==> config.mk <==
export PLATFORM = sky130hd
export DESIGN_NAME = rgb_lat_ctrl
export DESIGN_NICKNAME = d
export VERILOG_FILES = /design/src/rtl/rgb_lat_ctrl.sv
export SDC_FILE = /design/constraint.sdc
export NUM_CORES = 1
export LEC_CHECK = 0
export BUFFER_PORTS_ARGS = -buffer_cell sky130_fd_sc_hd__buf_2
export CELL_PAD_IN_SITES_DETAIL_PLACEMENT = 1
export CELL_PAD_IN_SITES_GLOBAL_PLACEMENT = 1
export CORE_ASPECT_RATIO = 1.5
export CORE_MARGIN = 3
export CORE_UTILIZATION = 46
export CTS_CLUSTER_DIAMETER = 200
export CTS_CLUSTER_SIZE = 10
export DETAILED_ROUTE_END_ITERATION = 6
export PLACE_DENSITY_LB_ADDON = 0.08
export SYNTH_ARGS = -nofsm -noshare
export SYNTH_HDL_FRONTEND = slang
export SYNTH_SLANG_ARGS = --single-unit
==> constraint.sdc <==
create_clock -name clk -period 4.1 [get_ports clk]
set_input_delay 0.82 -clock clk [delete_from_list [all_inputs] [get_ports clk]]
set_output_delay 0.82 -clock clk [all_outputs]
set_load 0.02 [all_outputs]
==> src/rtl/rgb_lat_ctrl.sv <==
// rgb_lat_ctrl: aligns rgb with VGA timing through a programmable extra delay.
// Timing signals are registered once. rgb runs through a MAX_LAT+1 stage
// delay line and is tapped at 1+cur_lat cycles. A new latency is requested
// over a four-phase req/ack handshake. It is applied only at frame start and
// is followed by a blanked flush, so a frame is never torn.
// Optional build macro RGB_LAT_CTRL_BLANK_EN: when defined, rgb is also
// forced to 0 while the registered hblnk or vblnk is high.
module rgb_lat_ctrl #(
  parameter int unsigned MAX_LAT   = 4,
  parameter int unsigned RESET_LAT = 2,
  parameter int unsigned LAT_W     = $clog2(MAX_LAT + 1)
) (
  input  logic             clk,
  input  logic             rst,
  // incoming vga stream
  input  logic [10:0]      vii_vcount,
  input  logic [10:0]      vii_hcount,
  input  logic             vii_vsync,
  input  logic             vii_hsync,
  input  logic             vii_vblnk,
  input  logic             vii_hblnk,
  input  logic [11:0]      vii_rgb,
  // outgoing vga stream
  output logic [10:0]      vio_vcount,
  output logic [10:0]      vio_hcount,
  output logic             vio_vsync,
  output logic             vio_hsync,
  output logic             vio_vblnk,
  output logic             vio_hblnk,
  output logic [11:0]      vio_rgb,
  // latency configuration
  input  logic [LAT_W-1:0] cfg_lat,
  input  logic             cfg_req,
  output logic             cfg_ack,
  output logic             cfg_err,
  output logic [LAT_W-1:0] cur_lat,
  output logic             busy
);

  localparam int unsigned CntW = LAT_W + 1;
  localparam logic [LAT_W-1:0] MaxLat   = LAT_W'(MAX_LAT);
  localparam logic [LAT_W-1:0] ResetLat = LAT_W'(RESET_LAT);

  typedef enum logic [1:0] {StIdle, StWaitFrame, StFlush, StAck} state_e;

  state_e            state_q;
  logic [LAT_W-1:0]  pend_q;
  logic [LAT_W-1:0]  cur_lat_q;
  logic [CntW-1:0]   cnt_q;
  logic              cfg_ack_q;
  logic              cfg_err_q;
  logic              busy_q;
  logic [11:0]       dly_q [MAX_LAT+1];
  logic [11:0]       rgb_tap;
  logic              force_zero;
  logic              fs;

  assign fs      = (vii_vcount == 11'd0) && (vii_hcount == 11'd0);
  assign cur_lat = cur_lat_q;
  assign cfg_ack = cfg_ack_q;
  assign cfg_err = cfg_err_q;
  assign busy    = busy_q;

  // Timing path: one register stage.
  always_ff @(posedge clk or negedge rst) begin
    if (!rst) begin
      vio_vcount <= '0;
      vio_hcount <= '0;
      vio_vsync  <= 1'b0;
      vio_hsync  <= 1'b0;
      vio_vblnk  <= 1'b0;
      vio_hblnk  <= 1'b0;
    end else begin
      vio_vcount <= vii_vcount;
      vio_hcount <= vii_hcount;
      vio_vsync  <= vii_vsync;
      vio_hsync  <= vii_hsync;
      vio_vblnk  <= vii_vblnk;
      vio_hblnk  <= vii_hblnk;
    end
  end

  // rgb delay line; stage k holds rgb delayed by k+1 cycles and never stops shifting.
  always_ff @(posedge clk or negedge rst) begin
    if (!rst) begin
      for (int i = 0; i <= int'(MAX_LAT); i++) begin
        dly_q[i] <= '0;
      end
    end else begin
      dly_q[0] <= vii_rgb;
      for (int i = 1; i <= int'(MAX_LAT); i++) begin
        dly_q[i] <= dly_q[i-1];
      end
    end
  end

  // Tap selection and output blanking.
  always_comb begin
    rgb_tap = '0;
    for (int i = 0; i <= int'(MAX_LAT); i++) begin
      if (cur_lat_q == LAT_W'(i)) begin
        rgb_tap = dly_q[i];
      end
    end
`ifdef RGB_LAT_CTRL_BLANK_EN
    force_zero = (state_q == StFlush) || vio_hblnk || vio_vblnk;
`else
    force_zero = (state_q == StFlush);
`endif
    vio_rgb = force_zero ? 12'd0 : rgb_tap;
  end

  // Configuration FSM with registered handshake/status outputs.
  always_ff @(posedge clk or negedge rst) begin
    if (!rst) begin
      state_q   <= StIdle;
      pend_q    <= '0;
      cur_lat_q <= ResetLat;
      cnt_q     <= '0;
      cfg_ack_q <= 1'b0;
      cfg_err_q <= 1'b0;
      busy_q    <= 1'b0;
    end else begin
      cfg_err_q <= 1'b0;
      unique case (state_q)
        StIdle: begin
          if (cfg_req) begin
            pend_q    <= (cfg_lat > MaxLat) ? MaxLat : cfg_lat;
            cfg_err_q <= (cfg_lat > MaxLat);
            busy_q    <= 1'b1;
            state_q   <= StWaitFrame;
          end
        end
        StWaitFrame: begin
          // A request dropped early is still carried through to completion.
          if (fs) begin
            cur_lat_q <= pend_q;
            cnt_q     <= CntW'(pend_q) + CntW'(1);
            state_q   <= StFlush;
          end
        end
        StFlush: begin
          cnt_q <= cnt_q - CntW'(1);
          if (cnt_q == CntW'(1)) begin
            busy_q    <= 1'b0;
            cfg_ack_q <= cfg_req;
            state_q   <= StAck;
          end
        end
        StAck: begin
          if (!cfg_req) begin
            cfg_ack_q <= 1'b0;
            state_q   <= StIdle;
          end else begin
            cfg_ack_q <= 1'b1;
          end
        end
        default: state_q <= StIdle;
      endcase
    end
  end

endmodule

Yosys cells after proc, flatten, opt, wreduce, memory -nomap -nowiden
Index checks and enable logic that the tools add are counted.
{"block": "totals", "ff_bits": 101, "latchBits": 0, "ram_bits": 0, "romBits": 0, "inputBits": 44, "output_inout_bits": 44, "elab_cells": 69, "memories": 0}
{"block": "classes", "n_addsub": 2, "n_mul": 0, "div": 0, "order_cmp": 1, "n_eq_ne": 12, "shifts": 0, "muxes": 22, "bitwise": 0, "reduce_logical": 14}
{"cell": "12-bit 2-to-1 mux", "n": 6}
{"cell": "11-bit logical NOT", "n": 2}
{"cell": "2-bit 2-to-1 mux", "n": 4}
{"cell": "2-bit case mux with 4 select lines", "n": 1}
{"cell": "4-bit case mux with 2 select lines", "n": 1}
{"cell": "2-bit AND reduction", "n": 4}
{"cell": "3-bit by 2-bit equality test with 1-bit output (second input constant)", "n": 2}
{"cell": "1-bit 2-to-1 mux", "n": 6}
{"cell": "2-bit inequality test (second input constant)", "n": 3}
{"cell": "2-bit nonzero test", "n": 3}
{"cell": "3-bit by 1-bit adder with 4-bit output (second input constant)", "n": 1}
{"cell": "2-bit equality test (second input constant)", "n": 2}
{"cell": "4-bit by 1-bit equality test with 1-bit output (second input constant)", "n": 1}
{"cell": "4-bit 2-to-1 mux", "n": 1}
{"cell": "1-bit case mux with 2 select lines", "n": 2}
{"cell": "4-bit AND reduction", "n": 1}
{"cell": "4-bit by 1-bit subtractor with 4-bit output (second input constant)", "n": 1}
{"cell": "3-bit by 1-bit equality test with 1-bit output (second input constant)", "n": 1}
{"cell": "3-bit equality test (second input constant)", "n": 1}
{"cell": "3-bit > comparator (second input constant)", "n": 1}
{"cell": "3-bit logical NOT", "n": 1}
{"cell": "3-bit 2-to-1 mux", "n": 1}
{"cell": "3-bit AND reduction", "n": 1}
{"cell": "2-bit by 1-bit equality test with 1-bit output (second input constant)", "n": 1}
{"cell": "other kinds (3)", "n": 3}

Logic depth before layout (Yosys ltp)
{"block": "depth", "word_depth": 7, "ltp_mapped": 7, "depth_no_buf": 7}

Least setup slack after synthesis
No wires, ideal clock.
{"block": "synth_timing", "path_type": "register to output", "from": "register cur_lat_q[0], in the netlist cur_lat[0]", "to": "output vio_rgb[0]", "arrival_ns": 1.724, "required_ns": 3.280, "path_slack_ns": 1.556, "path_stages_with_launch": 7, "cell_sequence": "dfrtp_1 buf_2 buf_2 nor3_1 buf_2 a22oi_1 nor2_1"}
{"block": "synth_via", "elab_chain_cells": 7}
{"item": "start: declaration", "line_no": "48", "rtl": "logic [LAT_W-1:0] cur_lat_q;"}
{"item": "start signal: assignment", "line_no": "118", "rtl": "cur_lat_q <= ResetLat;"}
{"item": "start signal: assignment", "line_no": "137", "rtl": "cur_lat_q <= pend_q;"}
{"item": "3-bit logical NOT", "line_no": "101", "rtl": "if (cur_lat_q == LAT_W'(i)) begin"}
{"item": "12-bit 2-to-1 mux (4 in a row)", "line_no": "101"}
{"item": "12-bit 2-to-1 mux (*)", "line_no": "101"}
{"item": "12-bit 2-to-1 mux (*)", "line_no": "110", "rtl": "vio_rgb = force_zero ? 12'd0 : rgb_tap;"}
{"item": "end: declaration", "line_no": "30", "rtl": "output logic [11:0] vio_rgb,"}
Every way passes the cells marked *; elsewhere a longest branch is shown, timed or not.

Worst setup path in the final report
{"block": "layout_timing", "from": "register cur_lat_q[0], in the netlist cur_lat[0]", "to": "output vio_rgb[6]"}
Same word-level chain as after synthesis.

==> metrics.yaml <==
sta:
  clock_skew_ps: 6.28
  worst_slew_pin_slew_ps: 1090
  maxSlewViolCount: 0
  rsz0062_at_grt: "false"
  timing.final.ws_setup_ps: 914
  fin_crit_sh_pct: 77.7
  holdWs_ps: 379
  setup_tns_ps: 0
  period_needed_ps: 3190
  hold_viol: 0
  relSlewSlack_pct: 27.1
  setup_viol: 0
  fmax_mhz: 314
drt:
  wirelength_mm: 7.41
  drc: 0
  routedWlPerCell_um: 17.6
  drtIter0Drc: 180
  drtPass1Iterations: 2
  via_per_inst: 5.14
  ant_nets: 0
  route.vias.total: 2160
setup_path:
  cp_max_fo: 15
  arrival_ps: 2370
  critical_path_class: "reg2out"
  crit_required_ps: 3280
  start_kind: "flip-flop"
  crit_path_end_kind: "output port"
  r2r_setup_slack_ps: 1900
logic_synthesis:
  yosysTopAreaCell: "dfrtp_1"
  netlist_area_mm2: 0.00355
  ys_top_cells_by_area: "dfrtp_1, mux4_2, ha_1"
  yosys_warnings: 0
  async_flop_share_pct: 100
  syn_area_per_cell_um2: 15.9
  synth_top_area_share_pct: 70.4
  ys_seq_elements: 101
  synth_cell_types: 44
  synth_nets: 275
  synth-edff-count: 0
  ys.flop_type: "dfrtp_1"
  yosysSeqAreaShare_pct: 71.2
  syn_inst: 223
global_route:
  grt.total_usage_pct: 18.8
  grt_max_degree: 92
  grt_pass1_vias: 2451
  antenna_found_initial: 0
  grt_pass1_wl_mm: 12.4
  grt.overflow.total: 0
layout:
  n_antenna_cell: 0
  area_growth_syn_to_layout_pct: 20.5
  final_common_cell: "dfrtp_1"
  stdcell_area_mm2: 0.00428
  utilization_pct: 58.1
  nNetsFinal: 367
  layout_common_cells: "dfrtp_1, buf_2, nor2_1, mux4_2, a22oi_1"
  instances_no_fill: 420
  drive_above_1_share_pct: 40.3
cts:
  cts_buffer_depth: 2
  numCtsBuffers: 9
  insertion_delay_ps: 360
  cts_tree: "done"
  postCtsHoldBufs: 0
  clock-sinks: 101
  cts_resized: 0
  htree_levels: 3
  cts-root-buf: "clkbuf_8"
  clkTransAtPathRegs_ps: 90
  postCtsSetupBuffers: 0
floorplanning:
  die_x_um: 77.8
  io_pins: 88
  fp-row-count: 38
  design.die.area_mm2: 0.00884
  die_y_um: 114
  start_util_pct: 48.2
  fp.coreArea_mm2: 0.00737
placement:
  portBuffers: 87
  dpl_worst_slack_ps: 1210
  gp_congestion: 0.797
  hpwl_mm: 5.44
  placed_cell_area_mm2: 0.00410
  dp_cells: 404
power:
  peakVddDrop_mv: 0.306
  p_sw_uw: 658
  clock_power_share_pct: 26.8
  combPwrFrac_pct: 21.1
  p_leak_nw: 2.02
  p_seq_share_pct: 52.1
  swShare_pct: 29.4
  p_int_mw: 1.58
  power_mw: 2.24
  p_per_area_mw_per_mm2: 522
outcome:
  status: "completed"
hold_path:
  hp-class: "reg2reg"
run:
  cap_violations: 0
[state kept, by name (all words and copies together), names as in the netlist, 2 cells and up]
register,cells
cnt_q,4
cur_lat,3
dly_q,60
pend_q,3
state_q,2
vio_hcount,11
vio_vcount,11
[worst paths after layout]
path | from | endpoint | cells past startpoint
setup / recovery | cur_lat[0]$_DFFE_PN0P_ | vio_rgb[6] | 4
hold reg to reg | dly_q[30]$_DFF_PN0_ | dly_q[18]$_DFF_PN0_ | 0
setup reg to reg | state_q[0]$_DFFE_PN0P_ | cfg_ack$_DFFE_PN0P_ | 6
hold / removal | dly_q[30]$_DFF_PN0_ | dly_q[18]$_DFF_PN0_ | 0
max in group asynchronous | rst | vio_hcount[4]$_DFF_PN0_ | 2
min in group asynchronous | rst | dly_q[54]$_DFF_PN0_ | 1
[cell type report]
cell class,instances,area [um^2]
fillers,757,3090
repair buffers,89,453
multi-input cells,107,966
flip-flops and latches,101,2530
clock inverters,4,48.8
well taps,100,125
clock buffers,12,135
inverters,7,26.3
[synth_stat cells, types with 2 or more instances]
cell type and instances:
dfrtp_1 100, nor2_1 20, a22oi_1 12, mux4_2 12, ha_1 8, inv_1 7
o21ai_0 6, nand2_1 5, clkbuf_1 4, buf_2 3, nand4_1 3, nor3_1 3
nor4_1 3, and2_1 2, mux2_2 2, nand2b_1 2, nand3_1 2, o21ai_1 2
or4_4 2
[worst max-delay path: stages, from the launching register on]
cell     delay, ps
dfrtp_1        690
nor3_2         790
a22oi_1        200
nor2_1         130
buf_2          180
[logic make-up after synthesis]
family / Yosys count / synth area share, %
AND/OR/NAND/NOR: 49 / 7.39
flip-flops: 101 / 71.2
multiplexers: 17 / 9.26
XOR/XNOR: 1 / 0.247
AO/OA/AOI/OAI: 32 / 7.32
adder cells (fa/ha/maj): 8 / 2.82
buffers and inverters: 15 / 1.80
[metal layers]
| layer | part of all wire (%) | vias up | routed length (um) | track usage, % |
|---|---|---|---|---|
| li1 | - | 975 | - | - |
| met1 | 38 | 1123 | 2840 | 21.3 |
| met4 | 2.3 | 0 | 174 | 9.26 |
| met5 | 0 | - | 0 | 0 |
| met2 | 55 | 51 | 4090 | 32.7 |
| met3 | 4.2 | 11 | 310 | 4.82 |
[power by group through the flow]
| stage | combinational (mW) | sequential, mW | clock (mW) |
|---|---|---|---|
| final | 0.472 | 1.17 | 0.600 |
| after global placement | 0.466 | 1.18 | 0 |
| after CTS | 0.484 | 1.17 | 0.619 |
| after global routing | 0.526 | 1.18 | 0.665 |
| after detailed placement | 0.480 | 1.19 | 0 |
| after floorplan | 0.305 | 1.19 | 0 |
Note: power is estimated with default switching activity, not from simulation.
